File: config.mk
export PLATFORM = sky130hd
export DESIGN_NAME = mbs_parametrizado_flat
export DESIGN_NICKNAME = d
export VERILOG_FILES = /design/src/rtl/mbs_parametrizado_if.sv /design/src/rtl/mbs_parametrizado.sv /design/src/flat_wrapper.sv
export SDC_FILE = /design/constraint.sdc
export NUM_CORES = 1
export LEC_CHECK = 0
export CELL_PAD_IN_SITES_DETAIL_PLACEMENT = 2
export CELL_PAD_IN_SITES_GLOBAL_PLACEMENT = 2
export CORE_MARGIN = 4
export CORE_UTILIZATION = 39
export DETAILED_ROUTE_END_ITERATION = 12
export PLACE_DENSITY = 0.93
export SLEW_MARGIN = 20
export SYNTH_ARGS = -nofsm -noshare
export SYNTH_HDL_FRONTEND = slang
export SYNTH_SLANG_ARGS = --single-unit
File: constraint.sdc
create_clock -name clock -period 8.8 [get_ports clock]
set_clock_uncertainty 0.15 [all_clocks]
set_input_delay 1.76 -clock clock [delete_from_list [all_inputs] [get_ports clock]]
set_output_delay 1.76 -clock clock [all_outputs]
set_load 0.05 [all_outputs]
File: src/rtl/mbs_parametrizado_if.sv
// rtl/mbs_parametrizado_if.sv - start/busy/done handshake and operand/result bus of the shift-add multiplier
interface mbs_parametrizado_if #(
    parameter int WIDTH = 8
);
    logic                 start;
    logic                 signed_mode;
    logic [WIDTH-1:0]     multiplicando;
    logic [WIDTH-1:0]     multiplicador;
    logic [2*WIDTH-1:0]   produto;
    logic                 busy;
    logic                 done;

    modport master (
        output start, signed_mode, multiplicando, multiplicador,
        input  produto, busy, done
    );

    modport slave (
        input  start, signed_mode, multiplicando, multiplicador,
        output produto, busy, done
    );
endinterface

File: src/rtl/mbs_parametrizado.sv
// rtl/mbs_parametrizado.sv - parametrised signed/unsigned shift-add multiplier
// Optional early termination on zero multiplier: define MBS_EARLY_EXIT_EN.
module mbs_parametrizado #(
    parameter int WIDTH = 8
) (
    input  logic                 clock,
    input  logic                 reset,
    mbs_parametrizado_if.slave   bus
);
    localparam int CNT_W = $clog2(WIDTH + 1);
    localparam logic [CNT_W-1:0] ULTIMO = CNT_W'(WIDTH - 1);

    typedef enum logic [1:0] {OCIOSO, CALC, FIM} estado_t;

    estado_t                estado_atual_q, estado_d;
    logic [2*WIDTH-1:0]     registrador_a_q, registrador_a_d;
    logic [WIDTH-1:0]       registrador_b_q, registrador_b_d;
    logic [2*WIDTH-1:0]     acumulador_q, acumulador_d;
    logic [CNT_W-1:0]       contador_q, contador_d;
    logic                   sinal_q, sinal_d;
    logic [2*WIDTH-1:0]     produto_q, produto_d;

    logic                   aceita;
    logic                   fim_calc;
    logic [WIDTH-1:0]       mag_a, mag_b, b_desloc;
    logic [2*WIDTH-1:0]     soma;

    assign aceita = bus.start && (estado_atual_q == OCIOSO || estado_atual_q == FIM);

    // Magnitudes: negating the most negative value yields 2^(WIDTH-1), still correct as unsigned.
    assign mag_a    = (bus.signed_mode && bus.multiplicando[WIDTH-1]) ? -bus.multiplicando : bus.multiplicando;
    assign mag_b    = (bus.signed_mode && bus.multiplicador[WIDTH-1]) ? -bus.multiplicador : bus.multiplicador;
    assign b_desloc = registrador_b_q >> 1;
    assign soma     = acumulador_q + (registrador_b_q[0] ? registrador_a_q : {2*WIDTH{1'b0}});

`ifdef MBS_EARLY_EXIT_EN
    assign fim_calc = (contador_q == ULTIMO) || (b_desloc == {WIDTH{1'b0}});
`else
    assign fim_calc = (contador_q == ULTIMO);
`endif

    always_ff @(posedge clock or posedge reset) begin
        if (reset) begin
            estado_atual_q <= OCIOSO;
        end else begin
            estado_atual_q <= estado_d;
        end
    end

    always_comb begin
        estado_d = estado_atual_q;
        case (estado_atual_q)
            OCIOSO:  if (bus.start) estado_d = CALC;
            CALC:    if (fim_calc) estado_d = FIM;
            FIM:     estado_d = bus.start ? CALC : OCIOSO;
            default: estado_d = OCIOSO;
        endcase
    end

    always_comb begin
        bus.busy    = (estado_atual_q == CALC);
        bus.done    = (estado_atual_q == FIM);
        bus.produto = produto_q;
    end

    always_comb begin
        registrador_a_d = registrador_a_q;
        registrador_b_d = registrador_b_q;
        acumulador_d    = acumulador_q;
        contador_d      = contador_q;
        sinal_d         = sinal_q;
        produto_d       = produto_q;
        if (aceita) begin
            registrador_a_d = {{WIDTH{1'b0}}, mag_a};
            registrador_b_d = mag_b;
            acumulador_d    = '0;
            contador_d      = '0;
            sinal_d         = bus.signed_mode & (bus.multiplicando[WIDTH-1] ^ bus.multiplicador[WIDTH-1]);
        end else if (estado_atual_q == CALC) begin
            acumulador_d    = soma;
            registrador_a_d = registrador_a_q << 1;
            registrador_b_d = b_desloc;
            contador_d      = contador_q + CNT_W'(1);
            // produto only moves here; intermediate sums stay in acumulador.
            if (fim_calc) begin
                produto_d = sinal_q ? -soma : soma;
            end
        end
    end

    always_ff @(posedge clock or posedge reset) begin
        if (reset) begin
            registrador_a_q <= '0;
            registrador_b_q <= '0;
            acumulador_q    <= '0;
            contador_q      <= '0;
            sinal_q         <= 1'b0;
            produto_q       <= '0;
        end else begin
            registrador_a_q <= registrador_a_d;
            registrador_b_q <= registrador_b_d;
            acumulador_q    <= acumulador_d;
            contador_q      <= contador_d;
            sinal_q         <= sinal_d;
            produto_q       <= produto_d;
        end
    end
endmodule

File: src/flat_wrapper.sv
// flat-port wrapper written by rule: the top's interface ports become plain ports
module mbs_parametrizado_flat 
#(
    parameter int WIDTH = 8
)
  (clock, reset, bus_start, bus_signed_mode, bus_multiplicando, bus_multiplicador, bus_produto, bus_busy, bus_done);
  mbs_parametrizado_if #(.WIDTH(WIDTH)) bus_i ();
  input  logic clock;
  input  logic reset;
  input wire logic [$bits(bus_i.start)-1:0] bus_start;
  input wire logic [$bits(bus_i.signed_mode)-1:0] bus_signed_mode;
  input wire logic [$bits(bus_i.multiplicando)-1:0] bus_multiplicando;
  input wire logic [$bits(bus_i.multiplicador)-1:0] bus_multiplicador;
  output wire logic [$bits(bus_i.produto)-1:0] bus_produto;
  output wire logic [$bits(bus_i.busy)-1:0] bus_busy;
  output wire logic [$bits(bus_i.done)-1:0] bus_done;
  assign bus_i.start = bus_start;
  assign bus_i.signed_mode = bus_signed_mode;
  assign bus_i.multiplicando = bus_multiplicando;
  assign bus_i.multiplicador = bus_multiplicador;
  assign bus_produto = bus_i.produto;
  assign bus_busy = bus_i.busy;
  assign bus_done = bus_i.done;
  mbs_parametrizado #(.WIDTH(WIDTH)) u_core (.clock(clock), .reset(reset), .bus(bus_i));
endmodule
==> results.cfg <==
[run_status]
status = finished clean

[floorplan]
dieArea_um2 = 11800
std_cell_rows = 36
die_y_um = 109
initial_utilization = 0.401
core-area_um2 = 9820
io_pins = 38
die_width_um = 109

[layout]
num_antenna_cells = 0
nFillCells = 1096
fin_cells = 603
multiInputGateArea_um2 = 2210
fin_util = 0.472
area_growth_pct = 17.6
drive_gt1_frac = 0.0894
nets = 505
seq_area_um2 = 1580

[placement]
dp_cells = 587
hpwl_um = 8580
gp_congestion = 0.838
numPortBuffers = 37

[cts]
root_buffer = clkbuf_8
hold_buffers = 0
path_clk_slew_ns = 0.08
cts_tree = done
cts.repair.resized = 0
clockBufferDepth = 2
cts_sinks = 63
htree_levels = 3
clkLatencyLatePin_ns = 0.36
cts_setup_buffers = 0
cts-buffers-inserted = 9

[sta]
max-slew-margin-rel = 0.383
setup_tns_ns = 0
max_freq_mhz = 253
final.period_utilization = 0.450
setup_viol = 0
finalMaxSlewViolations = 0
finalHoldViolCount = 0
grt_setup_unrepaired = false
period_minus_slack_ns = 3.96
tightest_slew_ns = 0.923
holdWs_ns = 0.331

[routing]
dr.first_iter.drc_count = 121
avgViaCountPerCell = 5.66
drt-pass1-iter-count = 4
route.vias.total = 3414
wl_per_cell_um = 20.2
ant_nets = 0
drc = 0
wl_um = 12200

[logic_synthesis]
syn_nets = 473
netlist_area_um2 = 3940
synth-edff-count = 0
ys.flop_type = dfrtp_1
ys_seq_elements = 63
synth-seq-area-share = 0.400
async_flop_share = 1.00
synth-warning-count = 0
ys_types = 60
synthesis.instances = 433
syn_avg_cell_area_um2 = 9.10

[pwr]
power_density_nw_per_um2 = 434
p_leak_nw = 2.04
ir_drop_mv = 0.118
finalPower_mw = 2.01

[setup_path]
crit_required_ns = 8.86
path_class = reg -> reg
crit_path_start_kind = flop
slowest_delay_ns = 0.53
critPathMaxFanout = 17
cpMaxStageDelayCell = dfrtp_1
worst_path_most_repeated_cell = xor2_1
worstSetupEndpointType = flop
critical_path.cell_chain = and2_1, ha_1, fa_1, a211oi_2, nor2_1, xor2_1, nor3_1, nand4b_1, or3_1, o41ai_2, xor2_1, o21ai_1
crit_arrival_ns = 4.02

[global_route]
grt_pass1_vias = 3829
grt-busiest-layer = met2
antenna_found_initial = 0
met3_usage = 0.0281
met2_usage = 0.413
grtUsageTotal = 0.223
use_met1 = 0.258
grt_pass1_wl_um = 20300
grt_max_degree = 64
overflow = 0

[flow_run]
cap_viol_max_count = 0

[min_path]
hp-class = reg -> reg
## Yosys cell counts (3+ instances only)
| master | n | area, µm² |
|---|---|---|
| a211oi_1 | 4 | 30.0 |
| a21o_1 | 4 | 30.0 |
| a21oi_1 | 12 | 60.1 |
| a22o_1 | 16 | 140 |
| a31oi_1 | 18 | 113 |
| and2_1 | 17 | 106 |
| and3_1 | 3 | 18.8 |
| clkbuf_1 | 15 | 56.3 |
| dfrtp_1 | 63 | 1580 |
| ha_1 | 19 | 238 |
| inv_1 | 12 | 45.0 |
| nand2_1 | 71 | 267 |
| nand2b_1 | 5 | 31.3 |
| nand3_1 | 10 | 50.1 |
| nor2_1 | 29 | 109 |
| nor3_1 | 7 | 35.0 |
| o21ai_0 | 35 | 175 |
| o41ai_2 | 3 | 48.8 |
| or3_1 | 3 | 18.8 |
| xnor2_1 | 20 | 175 |
| xor2_1 | 17 | 149 |
## worst max-delay path: cells and delay by family, from the launching register on
family,cells,cell delay [ns]
simple gates,5,1.35
compound gates,3,0.74
fa+ha+maj,2,0.64
flops,1,0.53
xor+xnor,2,0.41
## cell type report
cell class | count | share of cell area
clock buffers | 10 | 0.0297
repair buffers | 41 | 0.0864
flip-flops and latches | 63 | 0.340
clock inverters | 6 | 0.0202
well taps | 133 | 0.0359
inverters | 13 | 0.0105
multi-input cells | 337 | 0.477
## cells by family (layout without fill, tap and decap cells)
logic type / after synthesis / count (layout) / synth area share
buf+inv: 33 / 70 / 0.0394
flops: 63 / 63 / 0.400
fa+ha+maj: 20 / 20 / 0.0654
simple gates: 159 / 159 / 0.191
xor+xnor: 38 / 38 / 0.0864
compound gates: 118 / 118 / 0.213
mux: 2 / 2 / 0.00508
## routing by layer
metal | part of all wire | wire length (µm) | vias to the layer above
met1 | 0.42 | 5160 | 1744
li1 | - | - | 1588
met2 | 0.53 | 6450 | 63
met3 | 0.025 | 304 | 19
met5 | 0 | 0 | -
met4 | 0.021 | 257 | 0
## stage by stage
step / worst slack [ns] / instance area, µm²
after floorplan: 5.32 / 3940
after global placement: 5.09 / 4400
after detailed placement: 4.92 / 4400
after CTS: 4.84 / 4630
after global routing: 4.50 / 4630
final: 4.84 / 4630
## power by group
group / switching, mW / leakage, nW / internal (mW) / total, mW
Combinational: 0.749 / 1.13 / 0.433 / 1.18
Clock: 0.129 / 0.113 / 0.169 / 0.298
Sequential: 0.110 / 0.796 / 0.420 / 0.530
## worst paths after layout
kind                                           startpoint                        end  slack, ns  depth (start not counted)
min in group asynchronous                           reset  u_core.registrador_a_q[1]       1.80                          3
worst min-delay path                u_core.bus.produto[6]      u_core.bus.produto[6]       0.33                          2
worst max register to register  u_core.registrador_b_q[0]     u_core.bus.produto[15]       4.84                         12
worst max-delay path            u_core.registrador_b_q[0]     u_core.bus.produto[15]       4.84                         12
max in group asynchronous                           reset      u_core.bus.produto[4]       6.14                          3
worst min register to register      u_core.bus.produto[6]      u_core.bus.produto[6]       0.33                          2
## placed cells by master (no fill, tap or decap), drive strengths merged, types with 2 or more instances in the layout
cell type,Yosys,final
nor2b,2,2
dfrtp,63,63
and3,3,3
a211oi,6,6
a32o,2,2
a31oi,18,18
buf,2,4
and2,18,18
nand2b,5,5
o41ai,3,3
a21o,6,6
ha,19,19
o21ai,37,37
a22o,18,18
nand2,72,72
xnor2,20,20
clkbuf,17,10
o31ai,2,2
nor2,29,29
or3,4,4
clkinv,1,4
inv,12,12
bufinv,0,2
clkdlybuf4s50,1,37
o21bai,2,2
xor2,18,18
nand3,10,10
mux2i,2,2
nor3,7,7
a21oi,14,14
## flip-flops by register name (all words and copies together), names as in the netlist
name / flops
u_core.sinal_q: 1
u_core.acumulador_q: 16
u_core.bus.produto: 16
u_core.registrador_a_q: 16
u_core.registrador_b_q: 8
u_core.estado_atual_q: 2
u_core.contador_q: 4
(Power assumes the default switching activity.)
